--- config.mk ---
export PLATFORM = sky130hd
export DESIGN_NAME = leaf_req_flat
export DESIGN_NICKNAME = d
export VERILOG_FILES = /design/src/rtl/leaf_req_if.sv /design/src/rtl/leaf_req.sv /design/src/flat_wrapper.sv
export SDC_FILE = /design/constraint.sdc
export NUM_CORES = 1
export LEC_CHECK = 0
export ABC_AREA = 1
export BUFFER_PORTS_ARGS = -buffer_cell sky130_fd_sc_hd__buf_2
export CORE_UTILIZATION = 40
export DETAILED_ROUTE_END_ITERATION = 16
export GPL_TIMING_DRIVEN = 1
export SKIP_LAST_GASP = 1
export SYNTH_ARGS = -nofsm -noshare
export SYNTH_HDL_FRONTEND = slang
export SYNTH_SLANG_ARGS = --single-unit
export TNS_END_PERCENT = 10
--- constraint.sdc ---
create_clock -name clk -period 7.95 [get_ports clk]
set_input_delay 1.1925 -clock clk [delete_from_list [all_inputs] [get_ports clk]]
set_output_delay 1.1925 -clock clk [all_outputs]
set_load 0.02 [all_outputs]
--- src/rtl/leaf_req_if.sv ---
// leaf_req_if: comparison, leaf-lookup and verdict handshakes between leaf_req and its neighbours.
interface leaf_req_if #(
    parameter int W_LEAF      = 13,
    parameter int FEATURE_NUM = 2913,
    parameter int W_ACC       = 16,
    parameter int STAGE_NUM   = 25
);
    localparam int W_ADDR  = $clog2(FEATURE_NUM);
    localparam int W_STAGE = $clog2(STAGE_NUM);
    logic                      cmp_valid;
    logic                      cmp_ready;
    logic [W_ADDR-1:0]         cmp_addr;
    logic                      cmp_leaf;
    logic                      cmp_last;
    logic signed [W_ACC-1:0]   cmp_thr;
    logic                      leaf_addr_valid;
    logic                      leaf_addr_ready;
    logic [W_ADDR-1:0]         leaf_addr;
    logic                      leaf_num;
    logic                      leaf_data_valid;
    logic                      leaf_data_ready;
    logic signed [W_LEAF-1:0]  leaf_data;
    logic                      res_valid;
    logic                      res_ready;
    logic                      res_pass;
    logic [W_STAGE-1:0]        res_stage;
    modport master (
        input  cmp_valid, cmp_addr, cmp_leaf, cmp_last, cmp_thr,
        input  leaf_addr_ready, leaf_data_valid, leaf_data, res_ready,
        output cmp_ready, leaf_addr_valid, leaf_addr, leaf_num,
        output leaf_data_ready, res_valid, res_pass, res_stage
    );
    modport slave (
        output cmp_valid, cmp_addr, cmp_leaf, cmp_last, cmp_thr,
        output leaf_addr_ready, leaf_data_valid, leaf_data, res_ready,
        input  cmp_ready, leaf_addr_valid, leaf_addr, leaf_num,
        input  leaf_data_ready, res_valid, res_pass, res_stage
    );
endinterface

--- src/rtl/leaf_req.sv ---
// leaf_req: requests one leaf value per weak classifier, accumulates it with saturation
// and reports a signed pass/fail verdict at the end of each stage.
module leaf_req #(
    parameter int W_LEAF      = 13,
    parameter int FEATURE_NUM = 2913,
    parameter int W_ACC       = 16,
    parameter int STAGE_NUM   = 25
) (
    input logic        clk,
    input logic        rst,
    leaf_req_if.master lr
);
    localparam int W_ADDR  = $clog2(FEATURE_NUM);
    localparam int W_STAGE = $clog2(STAGE_NUM);
    localparam logic [1:0] IDLE = 2'd0, REQ = 2'd1, WAIT = 2'd2, RES = 2'd3;
    logic [1:0]               state_q, state_d;
    logic [W_ADDR-1:0]        addr_q;
    logic                     leaf_q, last_q, pass_q;
    logic signed [W_ACC-1:0]  thr_q, acc_q, acc_d;
    logic signed [W_ACC:0]    sum;
    logic signed [W_LEAF-1:0] leaf_v;
    logic [W_STAGE-1:0]       stage_q, res_stage_q;
    logic                     cmp_hs, data_hs, res_hs;
    assign leaf_v  = lr.leaf_data;
    assign cmp_hs  = lr.cmp_valid & lr.cmp_ready;
    assign data_hs = (state_q == WAIT) & lr.leaf_data_valid;
    assign res_hs  = (state_q == RES) & lr.res_ready;
    // cmp_ready is gated by rst so every output reads 0 while reset is held
    assign lr.cmp_ready       = rst & (state_q == IDLE);
    assign lr.leaf_addr_valid = state_q == REQ;
    assign lr.leaf_data_ready = state_q == WAIT;
    assign lr.res_valid       = state_q == RES;
    assign lr.leaf_addr       = addr_q;
    assign lr.leaf_num        = leaf_q;
    assign lr.res_pass        = pass_q;
    assign lr.res_stage       = res_stage_q;
    always_comb begin
        sum     = (W_ACC+1)'(acc_q) + (W_ACC+1)'(leaf_v);
        acc_d   = (sum[W_ACC] != sum[W_ACC-1]) ?
                  (sum[W_ACC] ? {1'b1, {(W_ACC-1){1'b0}}} : {1'b0, {(W_ACC-1){1'b1}}}) :
                  sum[W_ACC-1:0];
        state_d = (state_q == IDLE && cmp_hs)             ? REQ  :
                  (state_q == REQ && lr.leaf_addr_ready)  ? WAIT :
                  data_hs                                 ? (last_q ? RES : IDLE) :
                  res_hs                                  ? IDLE : state_q;
    end
    always_ff @(posedge clk or negedge rst) begin
        if (!rst) begin
            state_q     <= IDLE;
            addr_q      <= '0;
            leaf_q      <= 1'b0;
            last_q      <= 1'b0;
            thr_q       <= '0;
            acc_q       <= '0;
            pass_q      <= 1'b0;
            stage_q     <= '0;
            res_stage_q <= '0;
        end else begin
            state_q <= state_d;
            if (cmp_hs) begin
                addr_q <= lr.cmp_addr;
                leaf_q <= lr.cmp_leaf;
                last_q <= lr.cmp_last;
                if (lr.cmp_last) thr_q <= lr.cmp_thr;
            end
            if (data_hs) begin
                acc_q <= last_q ? '0 : acc_d;
                if (last_q) begin
                    pass_q      <= acc_d >= thr_q;
                    res_stage_q <= stage_q;
                end
            end
            if (res_hs) stage_q <= (stage_q == W_STAGE'(STAGE_NUM-1)) ? '0 : stage_q + W_STAGE'(1);
        end
    end
endmodule

--- src/flat_wrapper.sv ---
// flat-port wrapper written by rule: the top's interface ports become plain ports
module leaf_req_flat 
#(
    parameter int W_LEAF      = 13,
    parameter int FEATURE_NUM = 2913,
    parameter int W_ACC       = 16,
    parameter int STAGE_NUM   = 25
)
  (clk, rst, lr_cmp_valid, lr_cmp_addr, lr_cmp_leaf, lr_cmp_last, lr_cmp_thr, lr_leaf_addr_ready, lr_leaf_data_valid, lr_leaf_data, lr_res_ready, lr_cmp_ready, lr_leaf_addr_valid, lr_leaf_addr, lr_leaf_num, lr_leaf_data_ready, lr_res_valid, lr_res_pass, lr_res_stage);
  leaf_req_if #(.W_LEAF(W_LEAF), .FEATURE_NUM(FEATURE_NUM), .W_ACC(W_ACC), .STAGE_NUM(STAGE_NUM)) lr_i ();
  input logic clk;
  input logic rst;
  input wire logic [$bits(lr_i.cmp_valid)-1:0] lr_cmp_valid;
  input wire logic [$bits(lr_i.cmp_addr)-1:0] lr_cmp_addr;
  input wire logic [$bits(lr_i.cmp_leaf)-1:0] lr_cmp_leaf;
  input wire logic [$bits(lr_i.cmp_last)-1:0] lr_cmp_last;
  input wire logic [$bits(lr_i.cmp_thr)-1:0] lr_cmp_thr;
  input wire logic [$bits(lr_i.leaf_addr_ready)-1:0] lr_leaf_addr_ready;
  input wire logic [$bits(lr_i.leaf_data_valid)-1:0] lr_leaf_data_valid;
  input wire logic [$bits(lr_i.leaf_data)-1:0] lr_leaf_data;
  input wire logic [$bits(lr_i.res_ready)-1:0] lr_res_ready;
  output wire logic [$bits(lr_i.cmp_ready)-1:0] lr_cmp_ready;
  output wire logic [$bits(lr_i.leaf_addr_valid)-1:0] lr_leaf_addr_valid;
  output wire logic [$bits(lr_i.leaf_addr)-1:0] lr_leaf_addr;
  output wire logic [$bits(lr_i.leaf_num)-1:0] lr_leaf_num;
  output wire logic [$bits(lr_i.leaf_data_ready)-1:0] lr_leaf_data_ready;
  output wire logic [$bits(lr_i.res_valid)-1:0] lr_res_valid;
  output wire logic [$bits(lr_i.res_pass)-1:0] lr_res_pass;
  output wire logic [$bits(lr_i.res_stage)-1:0] lr_res_stage;
  assign lr_i.cmp_valid = lr_cmp_valid;
  assign lr_i.cmp_addr = lr_cmp_addr;
  assign lr_i.cmp_leaf = lr_cmp_leaf;
  assign lr_i.cmp_last = lr_cmp_last;
  assign lr_i.cmp_thr = lr_cmp_thr;
  assign lr_i.leaf_addr_ready = lr_leaf_addr_ready;
  assign lr_i.leaf_data_valid = lr_leaf_data_valid;
  assign lr_i.leaf_data = lr_leaf_data;
  assign lr_i.res_ready = lr_res_ready;
  assign lr_cmp_ready = lr_i.cmp_ready;
  assign lr_leaf_addr_valid = lr_i.leaf_addr_valid;
  assign lr_leaf_addr = lr_i.leaf_addr;
  assign lr_leaf_num = lr_i.leaf_num;
  assign lr_leaf_data_ready = lr_i.leaf_data_ready;
  assign lr_res_valid = lr_i.res_valid;
  assign lr_res_pass = lr_i.res_pass;
  assign lr_res_stage = lr_i.res_stage;
  leaf_req #(.W_LEAF(W_LEAF), .FEATURE_NUM(FEATURE_NUM), .W_ACC(W_ACC), .STAGE_NUM(STAGE_NUM)) u_core (.clk(clk), .rst(rst), .lr(lr_i));
endmodule
# Yosys cells after proc, flatten, opt, wreduce, memory -nomap -nowiden
# Index checks and enable logic that the tools add are counted.
dict set report classes {
  bitwise 4
  order_cmp 1
  n_reduce_logical 6
  mux 9
  add_sub_neg 2
  n_eq_ne 5
}
# cell n
set op_table {}
lappend op_table {{$mux W16} 3}
lappend op_table {{$add A16 B13 Y17} 1}
lappend op_table {{$ge A16 B16 Y1} 1}
lappend op_table {{$mux W2} 5}
lappend op_table {{$add A5 B1 Y5 const B} 1}
lappend op_table {{$eq A5 B5 Y1 const B} 1}
lappend op_table {{$mux W5} 1}
lappend op_table {{$and A1 B1 Y1} 4}
lappend op_table {{$eq A2 B2 Y1 const B} 2}
lappend op_table {{$reduce_and A2 Y1} 2}
lappend op_table {{$reduce_bool A4 Y1} 1}
lappend op_table {{$eq A2 B1 Y1 const B} 1}
lappend op_table {{$logic_and A1 B1 Y1} 2}
lappend op_table {{$logic_not A2 Y1} 1}
lappend op_table {{$ne A1 B1 Y1} 1}
dict set report totals {
  elab_cells 36
  register_bits 59
  input_bits 49
}

# Longest topological paths before layout
# Gate-level depths: netlist (run 1).
dict set report logic_depth {
  depth_word 6
  mapped_depth 26
}

# Worst setup path after synthesis (run 1)
# Ideal clock, no wire load.
dict set report synth_path {
  kind {input port to flip-flop}
  from {input lr_leaf_data[0]}
  to {register u_core.pass_q (netlist: u_core.lr.res_pass)}
  arrival_ns 3.670
  n_path_buf 1
  slack_ns 4.167
  required_time_ns 7.837
  path_stages 25
  cell_sequence {ha_1 > fa_1 > nand2_1 > nand2_1 > nand3_1 > nand2_2 > nand2_1 > nand2_1 > nand2_1 > nand2_2 > inv_2 > nand2_8 > inv_4 > buf_6 > a21oi_2 > ha_1 > a21oi_1 > o21a_1 > nor2_1 > nor2_1 > nand2_1 > nand2_1 > nand3_1 > nand2_1 > inv_1}
}
dict set report synth_between {
  elab_chain_cells 4
  word_cells_on_any_way 5
  cone_classes {add/sub: 1; order compare: 1; eq/ne: 1; mux: 2}
}
# item line_no
set synth_rtl {}
lappend synth_rtl {{from (decl)} flat_wrapper.sv:20} ;# input wire logic [$bits(lr_i.leaf_data)-1:0] lr_leaf_data;
lappend synth_rtl {{$add A16 B13 Y17 *} leaf_req.sv:38} ;# sum = (W_ACC+1)'(acc_q) + (W_ACC+1)'(leaf_v);
lappend synth_rtl {{$mux W16 / $ne A1 B1 Y1 (equally long branches)} {leaf_req.sv:40, leaf_req.sv:39}}
lappend synth_rtl {{$mux W16 *} leaf_req.sv:39} ;# acc_d = (sum[W_ACC] != sum[W_ACC-1]) ?
lappend synth_rtl {{$ge A16 B16 Y1 *} leaf_req.sv:69} ;# pass_q <= acc_d >= thr_q;
lappend synth_rtl {{to (signal assigned)} leaf_req.sv:69}
lappend synth_rtl {{to (decl)} leaf_req.sv:18} ;# logic leaf_q, last_q, pass_q;
# Every way passes the cells marked *; elsewhere a longest branch is shown, timed or not.
# A chain may end at the register's enable or synchronous reset.

# Final worst setup path (run 1)
# Ends and elaborated chain as after synthesis.

==> reports/summary.log, run 1 <==
qor: timing.finalSetupViolations 0
qor: die.core-area 9371 µm²
qor: die.rows 35
qor: clock_tree.worstSkewPairLatency 340 ps
qor: timing.tns 0 ps
qor: timing.clock-skew-final 7.962 ps
qor: pwr.total_power 2.087 mW
qor: place.hpwl 6557 µm
qor: die.io_pins 72
qor: die.die_x 100.8 µm
qor: routing.drc 0
qor: clock_tree.cts.hold.buffers_added 0
qor: final_layout.flow.area_growth_from_synthesis 16.46%
qor: grt.grt_first_pass_wirelength 15,070 µm
qor: routing.drt.antenna.violating_nets 0
qor: routing.drt-initial-drc-count 124
qor: final_layout.n_antenna_cell 0
qor: timing.final_hold_viol_count 0
qor: grt.maximum_number_of_pins_on_one_net_before_global_route_repair 61
qor: pwr.power_density 458.8 nW/µm²
qor: synth.yosysWarningCount 0
qor: routing.avgRoutedWirePerCell 11.82 µm
qor: grt.grt_usage 0.1883
qor: status.outcome completed
qor: final_layout.layout_cell_share_with_drive_strength_beyond_1 0.2017
qor: place.routability_driven_placement_congestion_ratio 0.8364
qor: pwr.vdd_drop_max 0.1974 mV
qor: grt.grt_busiest_layer met2
qor: timing.timing.final.crit_period 4035 ps
qor: grt.grtUsageMet2 0.2924
qor: clock_tree.cts_tree yes
qor: clock_tree.ctsLongestPathBuffers 2
qor: routing.vias 3,482
qor: grt.grt_pass1_vias 3,354
qor: timing.maxSlewViolCount 0
qor: synth.postSynthCellCount 527
qor: synth.post_synth_num_cell_types 36
qor: critical_path.critical_path_peak_fanout 29
qor: critical_path.worstSetupEndpointType register
qor: timing.max_clock_freq 247.8 MHz
qor: die.die_height 100.8 µm
qor: clock_tree.clkTransAtPathRegs 60 ps
qor: place.port_buffers 71
qor: synth.netlist_area 3906 µm²
qor: timing.setup_repair_after_global_routing_missed_its_margin no
qor: grt.number_of_antenna_violations_at_the_first_check_in_global_routing 0
qor: worst_hold_path.min_path_type reg -> reg
qor: synth.ys_ff_latch 59
qor: synth.synth_fp_nets 611
qor: final_layout.design_area 4549 µm²
qor: final_layout.nNetsFinal 681
qor: grt.groute.layer.met1.usage 0.2596
qor: critical_path.worstPathArrival 4270 ps
qor: timing.worst_rel_slew_slack 0.3056
qor: routing.dr.pass1.iters 4
qor: grt.globalRouteOverflowTotal 0
qor: synth.synthesis.area_per_instance 7.412 µm²
qor: run.max_cap_viol_count 0
qor: die.initial_utilization 0.4168
qor: clock_tree.clock_sinks 59
qor: synth.synth_flop_cell sky130_fd_sc_hd__dfrtp_1
qor: timing.holdWs 478.1 ps
qor: critical_path.critPathLaunchType input port
qor: synth.yosysSeqAreaShare 0.3780
qor: routing.totalWireLength 8619 µm
qor: clock_tree.post_cts_setup_repair_buffer_count 0
qor: synth.synth-edff-count 0
qor: die.die-area 10,160 µm²
qor: clock_tree.post_cts_resized 0
qor: synth.async_reset_ff_frac 1.000
qor: routing.via_per_inst 4.776
qor: pwr.static-leakage-power 2.637 nW
qor: critical_path.crit_required 8180 ps
qor: timing.min_period_over_period 0.5076
qor: clock_tree.ctsRootBufferMaster sky130_fd_sc_hd__clkbuf_8
qor: clock_tree.cts-htree-levels 3
qor: clock_tree.tritoncts.num_buffers 9
qor: critical_path.timing.setup.critical_path_class in -> reg
qor: place.placedInstanceArea 4349 µm²
qor: grt.grt_use_met3 0.04022
qor: timing.max_slew.worst_pin.slew 1038 ps
[layer usage]
layer,part of all wire,wire length (µm),up-vias
li1,-,-,1815
met1,0.50,4319,1574
met2,0.44,3765,83
met3,0.050,429,10
met4,0.012,104,0
met5,0,0,-
[cells by family after synthesis]
| kind of cell | Yosys count | synth area share |
|---|---|---|
| xor+xnor | 8 | 0.01794 |
| mux | 1 | 0.002883 |
| flops | 59 | 0.3780 |
| fa+ha+maj | 35 | 0.1140 |
| buf+inv | 79 | 0.08488 |
| compound gates | 67 | 0.1038 |
| simple gates | 278 | 0.2985 |
[state kept, by name (all words and copies together) (netlist names)]
signal	count
u_core.acc_q	16
u_core.last_q	1
u_core.lr.leaf_addr	12
u_core.lr.leaf_num	1
u_core.lr.res_pass	1
u_core.lr.res_stage	5
u_core.stage_q	5
u_core.state_q	2
u_core.thr_q	16
[critical path: stages]
cell and delay, ps:
sky130_fd_sc_hd__buf_2 100, sky130_fd_sc_hd__ha_1 210, sky130_fd_sc_hd__fa_1 410, sky130_fd_sc_hd__nand2_1 90
sky130_fd_sc_hd__nand2_1 90, sky130_fd_sc_hd__nand3_1 110, sky130_fd_sc_hd__nand2_2 80, sky130_fd_sc_hd__nand2_1 80
sky130_fd_sc_hd__nand2_1 50, sky130_fd_sc_hd__nand2_1 70, sky130_fd_sc_hd__nand2_2 60, sky130_fd_sc_hd__nand2_2 430
sky130_fd_sc_hd__o21ai_1 190, sky130_fd_sc_hd__ha_1 330, sky130_fd_sc_hd__a21oi_1 160, sky130_fd_sc_hd__o21ai_0 110
sky130_fd_sc_hd__nand2_1 70, sky130_fd_sc_hd__nand3_1 70, sky130_fd_sc_hd__nand2_1 90, sky130_fd_sc_hd__nand2_1 50
sky130_fd_sc_hd__nand2_1 60, sky130_fd_sc_hd__nand3_1 60, sky130_fd_sc_hd__nand2_1 60, sky130_fd_sc_hd__inv_1 40
[power breakdown]
part / internal [mW] / switching [mW]
clock: 0.166 / 0.113
combinational: 0.468 / 0.817
sequential: 0.442 / 0.0812
total: 1.08 / 1.01
[worst paths after layout]
path	startpoint	cells after the start	end	slack [ps]
max in group asynchronous	rst	2	u_core.acc_q[8]	6440
max reg2reg	u_core.acc_q[0]	23	u_core.lr.res_pass	4490
min	u_core.lr.leaf_num	2	u_core.lr.leaf_num	480
min reg2reg	u_core.lr.leaf_num	2	u_core.lr.leaf_num	480
min in group asynchronous	rst	2	u_core.stage_q[0]	990
max	lr_leaf_data[0]	24	u_core.lr.res_pass	3910
[cells in the mapped netlist (all sizes together), types with 2 or more instances]
cell type,count,share of area
nand2,196,0.20
inv,66,0.064
dfrtp,59,0.38
a21oi,47,0.073
nor2,35,0.034
ha,34,0.11
nand3,34,0.044
o21ai,11,0.014
clkbuf,7,0.0067
xnor2,7,0.016
buf,6,0.014
nor3,5,0.0090
nand4,4,0.0064
nand3b,2,0.0038
o21bai,2,0.0038
[through the flow]
stage               setup WS [ps]  instances  utilization
floorplan                    4167        527            -
global placement             3741        715       0.4641
detailed placement           3588        715       0.4641
CTS                          3933        729       0.4854
global route                 3597        729       0.4854
finish                       3915        729       0.4854
[layout by cell type, fill, tap and decap left out, types with 3 or more instances in the layout]
cell type and n:
sky130_fd_sc_hd__a21oi_1 34, sky130_fd_sc_hd__a21oi_2 13, sky130_fd_sc_hd__buf_2 71, sky130_fd_sc_hd__clkbuf_8 12
sky130_fd_sc_hd__dfrtp_1 59, sky130_fd_sc_hd__ha_1 34, sky130_fd_sc_hd__inv_1 58, sky130_fd_sc_hd__inv_2 7
sky130_fd_sc_hd__nand2_1 186, sky130_fd_sc_hd__nand2_2 9, sky130_fd_sc_hd__nand3_1 34, sky130_fd_sc_hd__nand4_1 4
sky130_fd_sc_hd__nor2_1 34, sky130_fd_sc_hd__nor3_1 3, sky130_fd_sc_hd__o21ai_0 9, sky130_fd_sc_hd__xnor2_1 7
[layout make-up]
type                    count  area, µm²
clock inverters             2      35.03
clock buffers              12      165.2
repair buffers             72      362.8
fillers                   979       4822
flip-flops and latches     59       1476
inverters                  66      250.2
well taps                 129      161.4
multi-input cells         389       2098
No activity file was read; power rests on OpenSTA's default activity.
==> run 2: changes to the inputs <==
ABC_AREA = 0   (was 1)
clock period = 4 ns   (was 7.95 ns; I/O delays follow)
==> run 2 against run 1 <==
Net effect: non-clock buffer count up 45; power is 110% higher; worst setup slack got worse by 3700 ps; cell count decreased by 16%; core utilization increased by 4.5 points; critical endpoint unchanged; critical path type is now reg -> reg; synthesized cell count fell by 27%; global-route usage down 0.41 points; sequential share of layout area is 2.2 points lower.
==> reports/summary.log, run 2 <==
qor: final_layout.design_area 4877 µm²
qor: routing.drt.antenna.violating_nets 0
qor: die.rows 35
qor: routing.totalWireLength 8540 µm
qor: routing.dr.pass1.iters 6
qor: die.die-area 9849 µm²
qor: routing.via_per_inst 5.219
qor: critical_path.critPathLaunchType register
qor: grt.grt_first_pass_wirelength 14,420 µm
qor: die.initial_utilization 0.4113
qor: final_layout.mostFrequentLayoutCells sky130_fd_sc_hd__buf_2, sky130_fd_sc_hd__dfrtp_1, sky130_fd_sc_hd__buf_4
qor: place.dp_cells 591
qor: worst_hold_path.min_path_type in -> async
qor: die.die_height 99.24 µm
qor: routing.drt-initial-drc-count 110
qor: timing.min_period_over_period 0.9506
qor: clock_tree.cts_tree yes
qor: clock_tree.tritoncts.num_buffers 9
qor: final_layout.layout_commonest_cell sky130_fd_sc_hd__buf_2
qor: critical_path.worst_r2r_path_depth 15
qor: routing.vias 3,199
qor: timing.layout_setup_ws 197.6 ps
qor: place.port_buffers 71
qor: final_layout.layout_cell_share_with_drive_strength_beyond_1 0.3785
qor: critical_path.worstPathArrival 4020 ps
qor: grt.maximum_number_of_pins_on_one_net_before_global_route_repair 60
qor: pwr.static-leakage-power 2.360 nW
qor: status.outcome completed
qor: synth.post_synth_top_area_share 0.3903
qor: die.core-area 9196 µm²
qor: synth.post_synth_num_cell_types 48
qor: clock_tree.clkTransAtPathRegs 70 ps
qor: routing.avgRoutedWirePerCell 13.93 µm
qor: synth.yosys.area.top_type sky130_fd_sc_hd__dfrtp_1
qor: timing.max_slew.worst_pin.slew 737.9 ps
qor: synth.async_reset_ff_frac 1.000
qor: timing.finalSetupViolations 0
qor: synth.synth-edff-count 0
qor: timing.final_hold_viol_count 0
qor: critical_path.timing.setup.critical_path_class reg -> reg
qor: clock_tree.ctsLongestPathBuffers 2
qor: timing.worst_rel_slew_slack 0.5081
qor: place.routability_driven_placement_congestion_ratio 0.8333
qor: synth.yosysWarningCount 0
qor: timing.max_clock_freq 263.0 MHz
qor: critical_path.crit_required 4220 ps
qor: clock_tree.worstSkewPairLatency 330 ps
qor: clock_tree.clock_sinks 59
qor: die.io_pins 72
qor: place.detailedPlace.worstSlack -269.5 ps
qor: critical_path.worstSetupEndpointType register
qor: grt.globalRouteOverflowTotal 0
qor: pwr.vdd_drop_max 0.3801 mV
qor: pwr.power_density 914.3 nW/µm²
qor: final_layout.flow.area_growth_from_synthesis 28.94%
qor: final_layout.nNetsFinal 581
qor: clock_tree.cts-htree-levels 3
qor: synth.ys_ff_latch 59
qor: timing.clock-skew-final 6.601 ps
qor: synth.synth_fp_nets 467
qor: synth.yosysSeqAreaShare 0.3903
qor: final_layout.num-fill-cells 882
qor: grt.grt_pass1_vias 3,065
qor: grt.number_of_antenna_violations_at_the_first_check_in_global_routing 0
qor: place.placedInstanceArea 4563 µm²
qor: synth.postSynthCellCount 383
qor: die.die_x 99.24 µm
qor: synth.netlist_area 3782 µm²
qor: run.max_cap_viol_count 0
qor: synth.synth_flop_cell sky130_fd_sc_hd__dfrtp_1
qor: critical_path.critical_path_peak_fanout 13
qor: timing.timing.final.crit_period 3802 ps
qor: place.hpwl 6618 µm
qor: final_layout.n_antenna_cell 0
qor: synth.synthesis.area_per_instance 9.876 µm²
qor: timing.tns 0 ps
qor: synth.synth.cells.most_frequent sky130_fd_sc_hd__dfrtp_1, sky130_fd_sc_hd__nand2_1, sky130_fd_sc_hd__ha_1, sky130_fd_sc_hd__mux2_2, sky130_fd_sc_hd__o21ai_0
qor: final_layout.fin_cells 613
qor: grt.grt_usage 0.1842
qor: clock_tree.ctsRootBufferMaster sky130_fd_sc_hd__clkbuf_8
qor: routing.drc 0
qor: timing.maxSlewViolCount 0
qor: synth.synth.area.top_cells sky130_fd_sc_hd__dfrtp_1, sky130_fd_sc_hd__ha_1, sky130_fd_sc_hd__mux2_2
qor: synth.synth.most_common_cell sky130_fd_sc_hd__dfrtp_1
-- run 2: changes by cell type after synthesis, sizes merged, moves of 8 or more --
cell,delta
a21oi,-27
o311ai,+11
a21o,+9
o21ai,+21
nand2,-152
inv,-40
nor2,-26
nand3,-27
mux2,+32
o211ai,+8
-- run 2: path summary, 6_finish.rpt --
| path | startpoint | endpoint | slack [ps] |
|---|---|---|---|
| setup / recovery | u_core.acc_q[1] | u_core.lr.res_pass | 200 |
| hold / removal | rst | u_core.lr.res_stage[1] | 440 |
| setup reg to reg | u_core.acc_q[1] | u_core.lr.res_pass | 200 |
| hold reg to reg | u_core.lr.res_stage[1] | u_core.lr.res_stage[1] | 490 |
| max in group asynchronous | rst | u_core.acc_q[4] | 3060 |
| min in group clk | u_core.lr.res_stage[1] | u_core.lr.res_stage[1] | 490 |
-- run 2: layout make-up --
cell class / count / area [µm²] / share of cell area
inverters: 26 / 97.59 / 0.02001
clock buffers: 9 / 123.9 / 0.02540
multi-input cells: 284 / 2238 / 0.4590
clock inverters: 7 / 101.3 / 0.02078
well taps: 111 / 138.9 / 0.02848
flip-flops and latches: 59 / 1476 / 0.3027
repair buffers: 117 / 700.7 / 0.1437
-- run 2: worst max-delay path, stage by stage (launching register included) --
cell and delay [ps]:
sky130_fd_sc_hd__dfrtp_1 410, sky130_fd_sc_hd__ha_1 310, sky130_fd_sc_hd__a211oi_2 250, sky130_fd_sc_hd__o211ai_1 230
sky130_fd_sc_hd__a2111o_1 510, sky130_fd_sc_hd__a221oi_4 390, sky130_fd_sc_hd__nor3_2 100, sky130_fd_sc_hd__buf_4 160
sky130_fd_sc_hd__buf_4 180, sky130_fd_sc_hd__o21ai_2 160, sky130_fd_sc_hd__ha_1 270, sky130_fd_sc_hd__nand4_1 110
sky130_fd_sc_hd__nor4_1 60, sky130_fd_sc_hd__nor4bb_1 270, sky130_fd_sc_hd__nand4_1 120, sky130_fd_sc_hd__nor3b_1 140
-- run 2: layer usage --
layer / track usage / share of wire / vias up
li1: - / - / 1623
met1: 0.2511 / 0.48 / 1501
met2: 0.2911 / 0.46 / 67
met3: 0.03865 / 0.045 / 8
met4: 0.06448 / 0.013 / 0
met5: 0 / 0 / -
-- run 2: metrics by stage --
stage	hold WS [ps]	util	power, mW
global route	469.9	0.5303	4.873
floorplan	304.4	-	2.856
CTS	477.8	0.5207	4.364
global placement	464.5	0.4962	3.664
finish	441.7	0.5303	4.459
detailed placement	472.3	0.4962	3.731
-- run 2: repair_timing --
action | 4_1_cts | 5_1_grt
resized for setup | 0 | 15
endpoints found under the hold margin | 0 | 0
buffers inserted | 0 | 6
setup endpoints to repair | 0 | 1
hold buffers | 0 | 0
-- run 2: report_power, final --
group          switching [mW]  internal (mW)  total, mW
clock                   0.253          0.355      0.608
combinational            1.43           1.36       2.79
sequential              0.181          0.878       1.06
-- run 2: logic make-up (layout without fill, tap and decap cells) --
| logic type | after synthesis | after routing | synth area share |
|---|---|---|---|
| DFF | 59 | 59 | 0.3903 |
| AOI/OAI and AO/OA | 102 | 102 | 0.1823 |
| buffers and inverters | 40 | 159 | 0.04135 |
| adders and majority gates | 41 | 41 | 0.1336 |
| xor gates and xnor gates | 14 | 14 | 0.03242 |
| and+or+nand+nor | 93 | 93 | 0.1191 |
| muxes | 34 | 34 | 0.1009 |
